==> src/rtl/ras_ckpt_fifo_if.sv <==
// Bundle between the fetch predictor / branch resolution unit and the RAS.
// Master drives requests, slave (the RAS) returns pop data and status.
interface ras_ckpt_fifo_if #(
    parameter int NumRasEntries  = 8,
    parameter int NumCheckpoints = 4,
    parameter int DatapathWidth  = 32,
    parameter int RasCntWidth    = $clog2(NumRasEntries + 1),
    parameter int CkptPtrWidth   = $clog2(NumCheckpoints),
    parameter int CkptCntWidth   = $clog2(NumCheckpoints + 1)
);
    logic                     flush_i;
    logic                     push_i;
    logic [DatapathWidth-1:0] push_pc_i;
    logic                     pop_i;
    logic                     pop_valid_o;
    logic [DatapathWidth-1:0] pop_pc_o;
    logic                     ckpt_alloc_i;
    logic                     ckpt_alloc_ready_o;
    logic [CkptPtrWidth-1:0]  ckpt_alloc_id_o;
    logic                     ckpt_release_i;
    logic                     ckpt_restore_i;
    logic [CkptPtrWidth-1:0]  ckpt_restore_id_i;
    logic [RasCntWidth-1:0]   count_o;
    logic                     empty_o;
    logic                     full_o;
    logic [CkptCntWidth-1:0]  ckpt_count_o;

    modport master (
        output flush_i, push_i, push_pc_i, pop_i,
        output ckpt_alloc_i, ckpt_release_i,
        output ckpt_restore_i, ckpt_restore_id_i,
        input  pop_valid_o, pop_pc_o,
        input  ckpt_alloc_ready_o, ckpt_alloc_id_o,
        input  count_o, empty_o, full_o, ckpt_count_o
    );

    modport slave (
        input  flush_i, push_i, push_pc_i, pop_i,
        input  ckpt_alloc_i, ckpt_release_i,
        input  ckpt_restore_i, ckpt_restore_id_i,
        output pop_valid_o, pop_pc_o,
        output ckpt_alloc_ready_o, ckpt_alloc_id_o,
        output count_o, empty_o, full_o, ckpt_count_o
    );
endinterface

==> src/rtl/ras_ckpt_fifo.sv <==
// Return address stack with a circular FIFO of checkpoints for mispredict
// recovery. Define RAS_SATURATE_EN to drop pushes when full instead of wrapping.
module ras_ckpt_fifo #(
    parameter int NumRasEntries  = 8,
    parameter int NumCheckpoints = 4,
    parameter int DatapathWidth  = 32,
    parameter int RasPtrWidth    = $clog2(NumRasEntries),
    parameter int RasCntWidth    = $clog2(NumRasEntries + 1),
    parameter int CkptPtrWidth   = $clog2(NumCheckpoints),
    parameter int CkptCntWidth   = $clog2(NumCheckpoints + 1)
) (
    input logic           clk_i,
    input logic           rst_i,
    ras_ckpt_fifo_if.slave bus
);
    localparam logic [RasCntWidth-1:0]  RasFull  = RasCntWidth'(NumRasEntries);
    localparam logic [CkptCntWidth-1:0] CkptFull = CkptCntWidth'(NumCheckpoints);

    logic [DatapathWidth-1:0] entry_q [NumRasEntries];
    logic [RasPtrWidth-1:0]   tos_q;
    logic [RasCntWidth-1:0]   count_q;

    logic [RasPtrWidth-1:0]   ck_tos_q [NumCheckpoints];
    logic [RasCntWidth-1:0]   ck_cnt_q [NumCheckpoints];
    logic [DatapathWidth-1:0] ck_val_q [NumCheckpoints];
    logic [CkptPtrWidth-1:0]  head_q;
    logic [CkptPtrWidth-1:0]  tail_q;
    logic [CkptCntWidth-1:0]  ccnt_q;

    logic [CkptPtrWidth-1:0]  rst_off;
    logic                     restore_hit;
    logic                     restore_ok;
    logic                     pop_fire;
    logic                     rel_fire;
    logic                     alloc_fire;

    logic [RasPtrWidth-1:0]   tos_d;
    logic [RasCntWidth-1:0]   count_d;
    logic                     wr_en;
    logic [RasPtrWidth-1:0]   wr_idx;
    logic [DatapathWidth-1:0] wr_data;

    logic [CkptPtrWidth-1:0]  head_d;
    logic [CkptPtrWidth-1:0]  tail_d;
    logic [CkptCntWidth-1:0]  ccnt_d;
    logic [CkptPtrWidth-1:0]  ck_span;
    logic                     ck_wr;

    // A restore only counts if its ID lies inside the allocated window.
    always_comb begin
        rst_off     = bus.ckpt_restore_id_i - head_q;
        restore_hit = CkptCntWidth'(rst_off) < ccnt_q;
        restore_ok  = bus.ckpt_restore_i && restore_hit && !bus.flush_i;
        pop_fire    = bus.pop_i && (count_q != '0)
                      && !bus.flush_i && !restore_ok;
        rel_fire    = bus.ckpt_release_i && (ccnt_q != '0);
        alloc_fire  = bus.ckpt_alloc_i && (ccnt_q != CkptFull);
    end

    assign bus.pop_valid_o        = pop_fire;
    assign bus.pop_pc_o           = pop_fire ? entry_q[tos_q] : '0;
    assign bus.count_o            = count_q;
    assign bus.empty_o            = (count_q == '0);
    assign bus.full_o             = (count_q == RasFull);
    assign bus.ckpt_count_o       = ccnt_q;
    assign bus.ckpt_alloc_ready_o = (ccnt_q != CkptFull);
    assign bus.ckpt_alloc_id_o    = tail_q;

    // Stack pointer/count update and the single entry write for this cycle.
    always_comb begin
        tos_d   = tos_q;
        count_d = count_q;
        wr_en   = 1'b0;
        wr_idx  = tos_q;
        wr_data = bus.push_pc_i;
        if (bus.flush_i) begin
            tos_d   = '0;
            count_d = '0;
        end else if (restore_ok) begin
            tos_d   = ck_tos_q[bus.ckpt_restore_id_i];
            count_d = ck_cnt_q[bus.ckpt_restore_id_i];
            wr_en   = 1'b1;
            wr_idx  = ck_tos_q[bus.ckpt_restore_id_i];
            wr_data = ck_val_q[bus.ckpt_restore_id_i];
        end else if (bus.push_i && pop_fire) begin
            wr_en = 1'b1;
        end else if (bus.push_i) begin
`ifdef RAS_SATURATE_EN
            if (count_q != RasFull) begin
                tos_d   = tos_q + RasPtrWidth'(1);
                count_d = count_q + RasCntWidth'(1);
                wr_en   = 1'b1;
                wr_idx  = tos_q + RasPtrWidth'(1);
            end
`else
            tos_d  = tos_q + RasPtrWidth'(1);
            wr_en  = 1'b1;
            wr_idx = tos_q + RasPtrWidth'(1);
            if (count_q != RasFull) begin
                count_d = count_q + RasCntWidth'(1);
            end
`endif
        end else if (pop_fire) begin
            tos_d   = tos_q - RasPtrWidth'(1);
            count_d = count_q - RasCntWidth'(1);
        end
    end

    // Checkpoint FIFO pointers; restore truncates the tail back to the ID.
    always_comb begin
        head_d  = head_q;
        tail_d  = tail_q;
        ccnt_d  = ccnt_q;
        ck_span = '0;
        ck_wr   = 1'b0;
        if (bus.flush_i) begin
            head_d = '0;
            tail_d = '0;
            ccnt_d = '0;
        end else if (restore_ok) begin
            head_d  = head_q + CkptPtrWidth'(rel_fire);
            tail_d  = bus.ckpt_restore_id_i;
            ck_span = bus.ckpt_restore_id_i - head_d;
            ccnt_d  = CkptCntWidth'(ck_span);
        end else begin
            ck_wr  = alloc_fire;
            head_d = head_q + CkptPtrWidth'(rel_fire);
            tail_d = tail_q + CkptPtrWidth'(alloc_fire);
            ccnt_d = ccnt_q + CkptCntWidth'(alloc_fire)
                     - CkptCntWidth'(rel_fire);
        end
    end

    // Stack state and entry storage.
    always_ff @(posedge clk_i or posedge rst_i) begin
        if (rst_i) begin
            tos_q   <= '0;
            count_q <= '0;
            for (int i = 0; i < NumRasEntries; i++) begin
                entry_q[i] <= '0;
            end
        end else begin
            tos_q   <= tos_d;
            count_q <= count_d;
            if (wr_en) begin
                entry_q[wr_idx] <= wr_data;
            end
        end
    end

    // Checkpoint pointers and snapshot of the pre-update stack top.
    always_ff @(posedge clk_i or posedge rst_i) begin
        if (rst_i) begin
            head_q <= '0;
            tail_q <= '0;
            ccnt_q <= '0;
            for (int i = 0; i < NumCheckpoints; i++) begin
                ck_tos_q[i] <= '0;
                ck_cnt_q[i] <= '0;
                ck_val_q[i] <= '0;
            end
        end else begin
            head_q <= head_d;
            tail_q <= tail_d;
            ccnt_q <= ccnt_d;
            if (ck_wr) begin
                ck_tos_q[tail_q] <= tos_q;
                ck_cnt_q[tail_q] <= count_q;
                ck_val_q[tail_q] <= entry_q[tos_q];
            end
        end
    end

    a_restore_alloc : assert property (
        @(posedge clk_i) disable iff (rst_i)
        (bus.ckpt_restore_i && !bus.flush_i) |-> restore_hit
    );

    a_restore_head : assert property (
        @(posedge clk_i) disable iff (rst_i)
        (bus.ckpt_restore_i && bus.ckpt_release_i && !bus.flush_i)
        |-> (bus.ckpt_restore_id_i != head_q)
    );
endmodule
==> src/flat_wrapper.sv <==
// flat-port wrapper written by rule: the top's interface ports become plain ports
module ras_ckpt_fifo_flat 
#(
    parameter int NumRasEntries  = 8,
    parameter int NumCheckpoints = 4,
    parameter int DatapathWidth  = 32,
    parameter int RasPtrWidth    = $clog2(NumRasEntries),
    parameter int RasCntWidth    = $clog2(NumRasEntries + 1),
    parameter int CkptPtrWidth   = $clog2(NumCheckpoints),
    parameter int CkptCntWidth   = $clog2(NumCheckpoints + 1)
)
  (clk_i, rst_i, bus_flush_i, bus_push_i, bus_push_pc_i, bus_pop_i, bus_ckpt_alloc_i, bus_ckpt_release_i, bus_ckpt_restore_i, bus_ckpt_restore_id_i, bus_pop_valid_o, bus_pop_pc_o, bus_ckpt_alloc_ready_o, bus_ckpt_alloc_id_o, bus_count_o, bus_empty_o, bus_full_o, bus_ckpt_count_o);
  ras_ckpt_fifo_if #(.NumRasEntries(NumRasEntries), .NumCheckpoints(NumCheckpoints), .DatapathWidth(DatapathWidth), .RasCntWidth(RasCntWidth), .CkptPtrWidth(CkptPtrWidth), .CkptCntWidth(CkptCntWidth)) bus_i ();
  input logic clk_i;
  input logic rst_i;
  input wire logic [$bits(bus_i.flush_i)-1:0] bus_flush_i;
  input wire logic [$bits(bus_i.push_i)-1:0] bus_push_i;
  input wire logic [$bits(bus_i.push_pc_i)-1:0] bus_push_pc_i;
  input wire logic [$bits(bus_i.pop_i)-1:0] bus_pop_i;
  input wire logic [$bits(bus_i.ckpt_alloc_i)-1:0] bus_ckpt_alloc_i;
  input wire logic [$bits(bus_i.ckpt_release_i)-1:0] bus_ckpt_release_i;
  input wire logic [$bits(bus_i.ckpt_restore_i)-1:0] bus_ckpt_restore_i;
  input wire logic [$bits(bus_i.ckpt_restore_id_i)-1:0] bus_ckpt_restore_id_i;
  output wire logic [$bits(bus_i.pop_valid_o)-1:0] bus_pop_valid_o;
  output wire logic [$bits(bus_i.pop_pc_o)-1:0] bus_pop_pc_o;
  output wire logic [$bits(bus_i.ckpt_alloc_ready_o)-1:0] bus_ckpt_alloc_ready_o;
  output wire logic [$bits(bus_i.ckpt_alloc_id_o)-1:0] bus_ckpt_alloc_id_o;
  output wire logic [$bits(bus_i.count_o)-1:0] bus_count_o;
  output wire logic [$bits(bus_i.empty_o)-1:0] bus_empty_o;
  output wire logic [$bits(bus_i.full_o)-1:0] bus_full_o;
  output wire logic [$bits(bus_i.ckpt_count_o)-1:0] bus_ckpt_count_o;
  assign bus_i.flush_i = bus_flush_i;
  assign bus_i.push_i = bus_push_i;
  assign bus_i.push_pc_i = bus_push_pc_i;
  assign bus_i.pop_i = bus_pop_i;
  assign bus_i.ckpt_alloc_i = bus_ckpt_alloc_i;
  assign bus_i.ckpt_release_i = bus_ckpt_release_i;
  assign bus_i.ckpt_restore_i = bus_ckpt_restore_i;
  assign bus_i.ckpt_restore_id_i = bus_ckpt_restore_id_i;
  assign bus_pop_valid_o = bus_i.pop_valid_o;
  assign bus_pop_pc_o = bus_i.pop_pc_o;
  assign bus_ckpt_alloc_ready_o = bus_i.ckpt_alloc_ready_o;
  assign bus_ckpt_alloc_id_o = bus_i.ckpt_alloc_id_o;
  assign bus_count_o = bus_i.count_o;
  assign bus_empty_o = bus_i.empty_o;
  assign bus_full_o = bus_i.full_o;
  assign bus_ckpt_count_o = bus_i.ckpt_count_o;
  ras_ckpt_fifo #(.NumRasEntries(NumRasEntries), .NumCheckpoints(NumCheckpoints), .DatapathWidth(DatapathWidth), .RasPtrWidth(RasPtrWidth), .RasCntWidth(RasCntWidth), .CkptPtrWidth(CkptPtrWidth), .CkptCntWidth(CkptCntWidth)) u_core (.clk_i(clk_i), .rst_i(rst_i), .bus(bus_i));
endmodule
==> config.mk <==
export PLATFORM = sky130hd
export DESIGN_NAME = ras_ckpt_fifo_flat
export DESIGN_NICKNAME = d
export VERILOG_FILES = /design/src/rtl/ras_ckpt_fifo_if.sv /design/src/rtl/ras_ckpt_fifo.sv /design/src/flat_wrapper.sv
export SDC_FILE = /design/constraint.sdc
export NUM_CORES = 1
export LEC_CHECK = 0
export ABC_AREA = 1
export CELL_PAD_IN_SITES_DETAIL_PLACEMENT = 0
export CELL_PAD_IN_SITES_GLOBAL_PLACEMENT = 1
export CORE_ASPECT_RATIO = 0.75
export CORE_UTILIZATION = 46
export DETAILED_ROUTE_END_ITERATION = 6
export PLACE_DENSITY = 0.81
export SYNTH_ARGS = -nofsm -noshare
export SYNTH_HDL_FRONTEND = slang
export SYNTH_SLANG_ARGS = --single-unit
export TNS_END_PERCENT = 20
==> constraint.sdc <==
create_clock -name clk_i -period 17.2 [get_ports clk_i]
set_input_delay 3.44 -clock clk_i [delete_from_list [all_inputs] [get_ports clk_i]]
set_output_delay 3.44 -clock clk_i [all_outputs]
set_load 0.05 [all_outputs]
==> impl_metrics.json <==
{
  "synth_nets": 2797,
  "ir_drop_mv": 0.113,
  "p_per_area_mw_per_mm2": 199,
  "clk_pin_slew_ps": 60,
  "post_cts_resized": 0,
  "antenna_found_initial": 0,
  "cp.required_ps": 13760,
  "netlist_instances": 2742,
  "ys.flop_type": "dfrtp_1",
  "synth_most_common_cell": "nand2_1",
  "h-tree-depth": 2,
  "wire_per_inst_um": 19.5,
  "postPlaceCellArea_mm2": 0.0225,
  "hold_viol": 0,
  "crit_buf_inv": 7,
  "syn_area_mm2": 0.0217,
  "synth_largest_area_cell": "dfrtp_1",
  "areaGrowthSynthToFinish_pct": 10.1,
  "yosysUniqueCellTypes": 38,
  "cap_viol_max_count": 0,
  "fin_crit_ps": 11230,
  "grt_max_degree": 170,
  "worst-path-stages": 15,
  "synth_top_area_share_pct": 49.0,
  "grtUsageTotal_pct": 27.5,
  "grt_first_pass_wirelength_um": 103000,
  "crit_top_cell": "inv_2",
  "post-route-period-util_pct": 65.3,
  "avgSynthCellArea_um2": 7.93,
  "cts_max_path_buffers": 3,
  "crit_chain": "buf_2 -> inv_2 -> ha_1 -> xnor2_1 -> xor2_1 -> inv_1 -> ha_1 -> nand3_1 -> nand3_2 -> inv_2 -> buf_4 -> nor2_1 -> inv_2 -> nor2_1 -> clkdlybuf4s50_1",
  "cp_slowest_cell": "clkdlybuf4s50_1",
  "crit_family": "buffers and inverters",
  "finalNonFillerCells": 3350,
  "outcome": "complete, no violations",
  "relSlewSlack_pct": 17.3,
  "pin_count": 87,
  "fin_area_mm2": 0.0239,
  "ff2ff_path_depth": 12,
  "max_stage_delay_ps": 730,
  "worstHoldPathCells": 2,
  "avgViaCountPerCell": 5.55,
  "cts_buffers": 44,
  "finalSetupViolations": 0,
  "drt_wl_total_um": 65200,
  "dp_cells": 3273,
  "vias": 18600,
  "ant_nets": 0,
  "drive_above_1_share_pct": 5.81,
  "placement.io_buffers": 86,
  "cts_tree": "done",
  "dr.pass1.iters": 5,
  "hold_class": "flop to flop",
  "dp_hpwl_um": 35200,
  "design.core.area_mm2": 0.0463,
  "post-route-util_pct": 51.7,
  "die_y_um": 190,
  "yosys_warnings": 0,
  "async_reset_ff_share_pct": 100,
  "skew_ps": 14.4,
  "fillCellCount": 4500,
  "first_global_vias": 18100,
  "crit_arrival_ps": 7790,
  "postCtsSetupBuffers": 0,
  "endpoint_kind": "primary output",
  "grt.overflow.total": 0,
  "postCtsHoldBufs": 0,
  "drc_errors": 0,
  "rsz0062_at_grt": "false",
  "yosys-top-cells-area": "dfrtp_1 49%, nand2_1 13%, o21ai_0 7.6%",
  "ys_seq_elements": 426,
  "num-nets-final": 2744,
  "clk_latency_ps": 560,
  "ys_seq_area_share_pct": 49.0,
  "drv_slew": 0,
  "fmax_ghz": 0.0890,
  "ctsRootBufferMaster": "clkbuf_16",
  "synth_edf_count": 0,
  "place.gp.congestion": 0.848,
  "setup_tns_ps": 0,
  "start_kind": "input pin",
  "initial_core_util_pct": 47.0,
  "synthTopCellsByCount": "748 x nand2_1, 426 x dfrtp_1, 330 x o21ai_0, 238 x nand3_1, 179 x inv_1",
  "tightest_slew_ps": 1240,
  "num_rows": 68,
  "die_w_um": 253,
  "initialDrtViolationCount": 1839,
  "leakagePower_uw": 0.0112,
  "path_max_fanout": 74,
  "die-area_mm2": 0.0481,
  "antenna_cells": 0,
  "path_class": "input pin to primary output",
  "clkSinkCount": 426
}
[state kept, by name, indices dropped and copies added, names as in the netlist]
signal                      cells
u_core.bus.ckpt_alloc_id_o      2
u_core.ck_tos_q                12
u_core.bus.count_o              4
u_core.ck_cnt_q                16
u_core.entry_q                256
u_core.tos_q                    3
u_core.ck_val_q               128
u_core.bus.ckpt_count_o         3
u_core.head_q                   2
[worst paths after layout]
check | from | end | slack (ps)
min in group asynchronous | rst_i | u_core.ck_val_q[91]$_DFFE_PP0P_ | 3440
worst min register to register | u_core.entry_q[212]$_DFFE_PP0P_ | u_core.entry_q[212]$_DFFE_PP0P_ | 470
worst max register to register | u_core.tos_q[0]$_DFFE_PP0P_ | u_core.entry_q[192]$_DFFE_PP0P_ | 11840
worst min-delay path | u_core.entry_q[212]$_DFFE_PP0P_ | u_core.entry_q[212]$_DFFE_PP0P_ | 470
worst max-delay path | bus_ckpt_restore_id_i[0] | bus_pop_pc_o[19] | 5970
max in group asynchronous | rst_i | u_core.ck_val_q[42]$_DFFE_PP0P_ | 11470
[layout make-up]
| class | count | area, um2 | area share [%] |
|---|---|---|---|
| well taps | 630 | 788 | 3.29 |
| inverters | 207 | 795 | 3.32 |
| clock inverters | 12 | 135 | 0.565 |
| multi-input cells | 1897 | 9170 | 38.3 |
| repair buffers | 113 | 1070 | 4.45 |
| flip-flops and latches | 426 | 10700 | 44.6 |
| clock buffers | 65 | 1320 | 5.52 |
[through the flow]
stage | total power (uW) | hold WS (ps) | worst slack, ps
global route | 5100 | 484 | 5690
global placement | 3730 | 448 | 6100
detailed placement | 3780 | 453 | 6020
finish | 4760 | 466 | 5970
floorplan | 3200 | 437 | 1900
CTS | 4770 | 468 | 5980
[power by group]
group | leakage (uW) | internal, uW | switching, uW
Sequential | 0.00526 | 1470 | 239
Combinational | 0.00518 | 610 | 1460
Clock | 0.000728 | 574 | 406
[per-layer routing]
metal / global-route usage, % / part of all wire (%) / up-vias / routed length (um)
met3: 3.36 / 5.7 / 92 / 3730
met4: 7.48 / 2.2 / 0 / 1420
met1: 37.7 / 45 / 9111 / 29300
met5: 0 / 0 / - / 0
met2: 45.9 / 47 / 571 / 30700
li1: - / - / 8816 / -
[worst reg2reg max path, delay by kind of cell, from the launching register on]
| kind | cells | cell delay, ps |
|---|---|---|
| simple gates | 8 | 2380 |
| buf+inv | 3 | 1730 |
| flops | 1 | 720 |
| fa+ha+maj | 1 | 430 |
[cell families after synthesis]
group,count (synthesis),synth area share (%)
buffers and inverters,419,8.91
XOR/XNOR,10,0.403
AND/OR/NAND/NOR,1158,22.1
AO/OA/AOI/OAI,716,18.7
adder cells (fa/ha/maj),13,0.817
flip-flops,426,49.0
[cells in the final DEF (no fill, tap or decap), types with 2 or more instances in the layout]
| cell type | n |
|---|---|
| clkinv_2 | 9 |
| nand4_1 | 3 |
| nor3_4 | 4 |
| nor2_4 | 4 |
| bufinv_16 | 3 |
| nand3_1 | 238 |
| xnor2_1 | 8 |
| dfrtp_1 | 425 |
| ha_1 | 11 |
| a21oi_1 | 110 |
| nand3_2 | 5 |
| o21ai_0 | 330 |
| buf_2 | 2 |
| inv_4 | 2 |
| nand2_4 | 3 |
| clkdlybuf4s50_1 | 84 |
| buf_4 | 26 |
| o211ai_1 | 4 |
| xor2_1 | 2 |
| nand2_1 | 748 |
| fa_1 | 2 |
| nor2_2 | 2 |
| inv_2 | 27 |
| o21bai_1 | 64 |
| nor2_1 | 141 |
| o21a_1 | 104 |
| clkbuf_1 | 8 |
| clkbuf_8 | 12 |
| nand2_2 | 7 |
| clkbuf_16 | 45 |
| inv_1 | 176 |
| o22ai_1 | 32 |
| o21ai_1 | 69 |
Note: power is estimated with default switching activity, not from simulation.
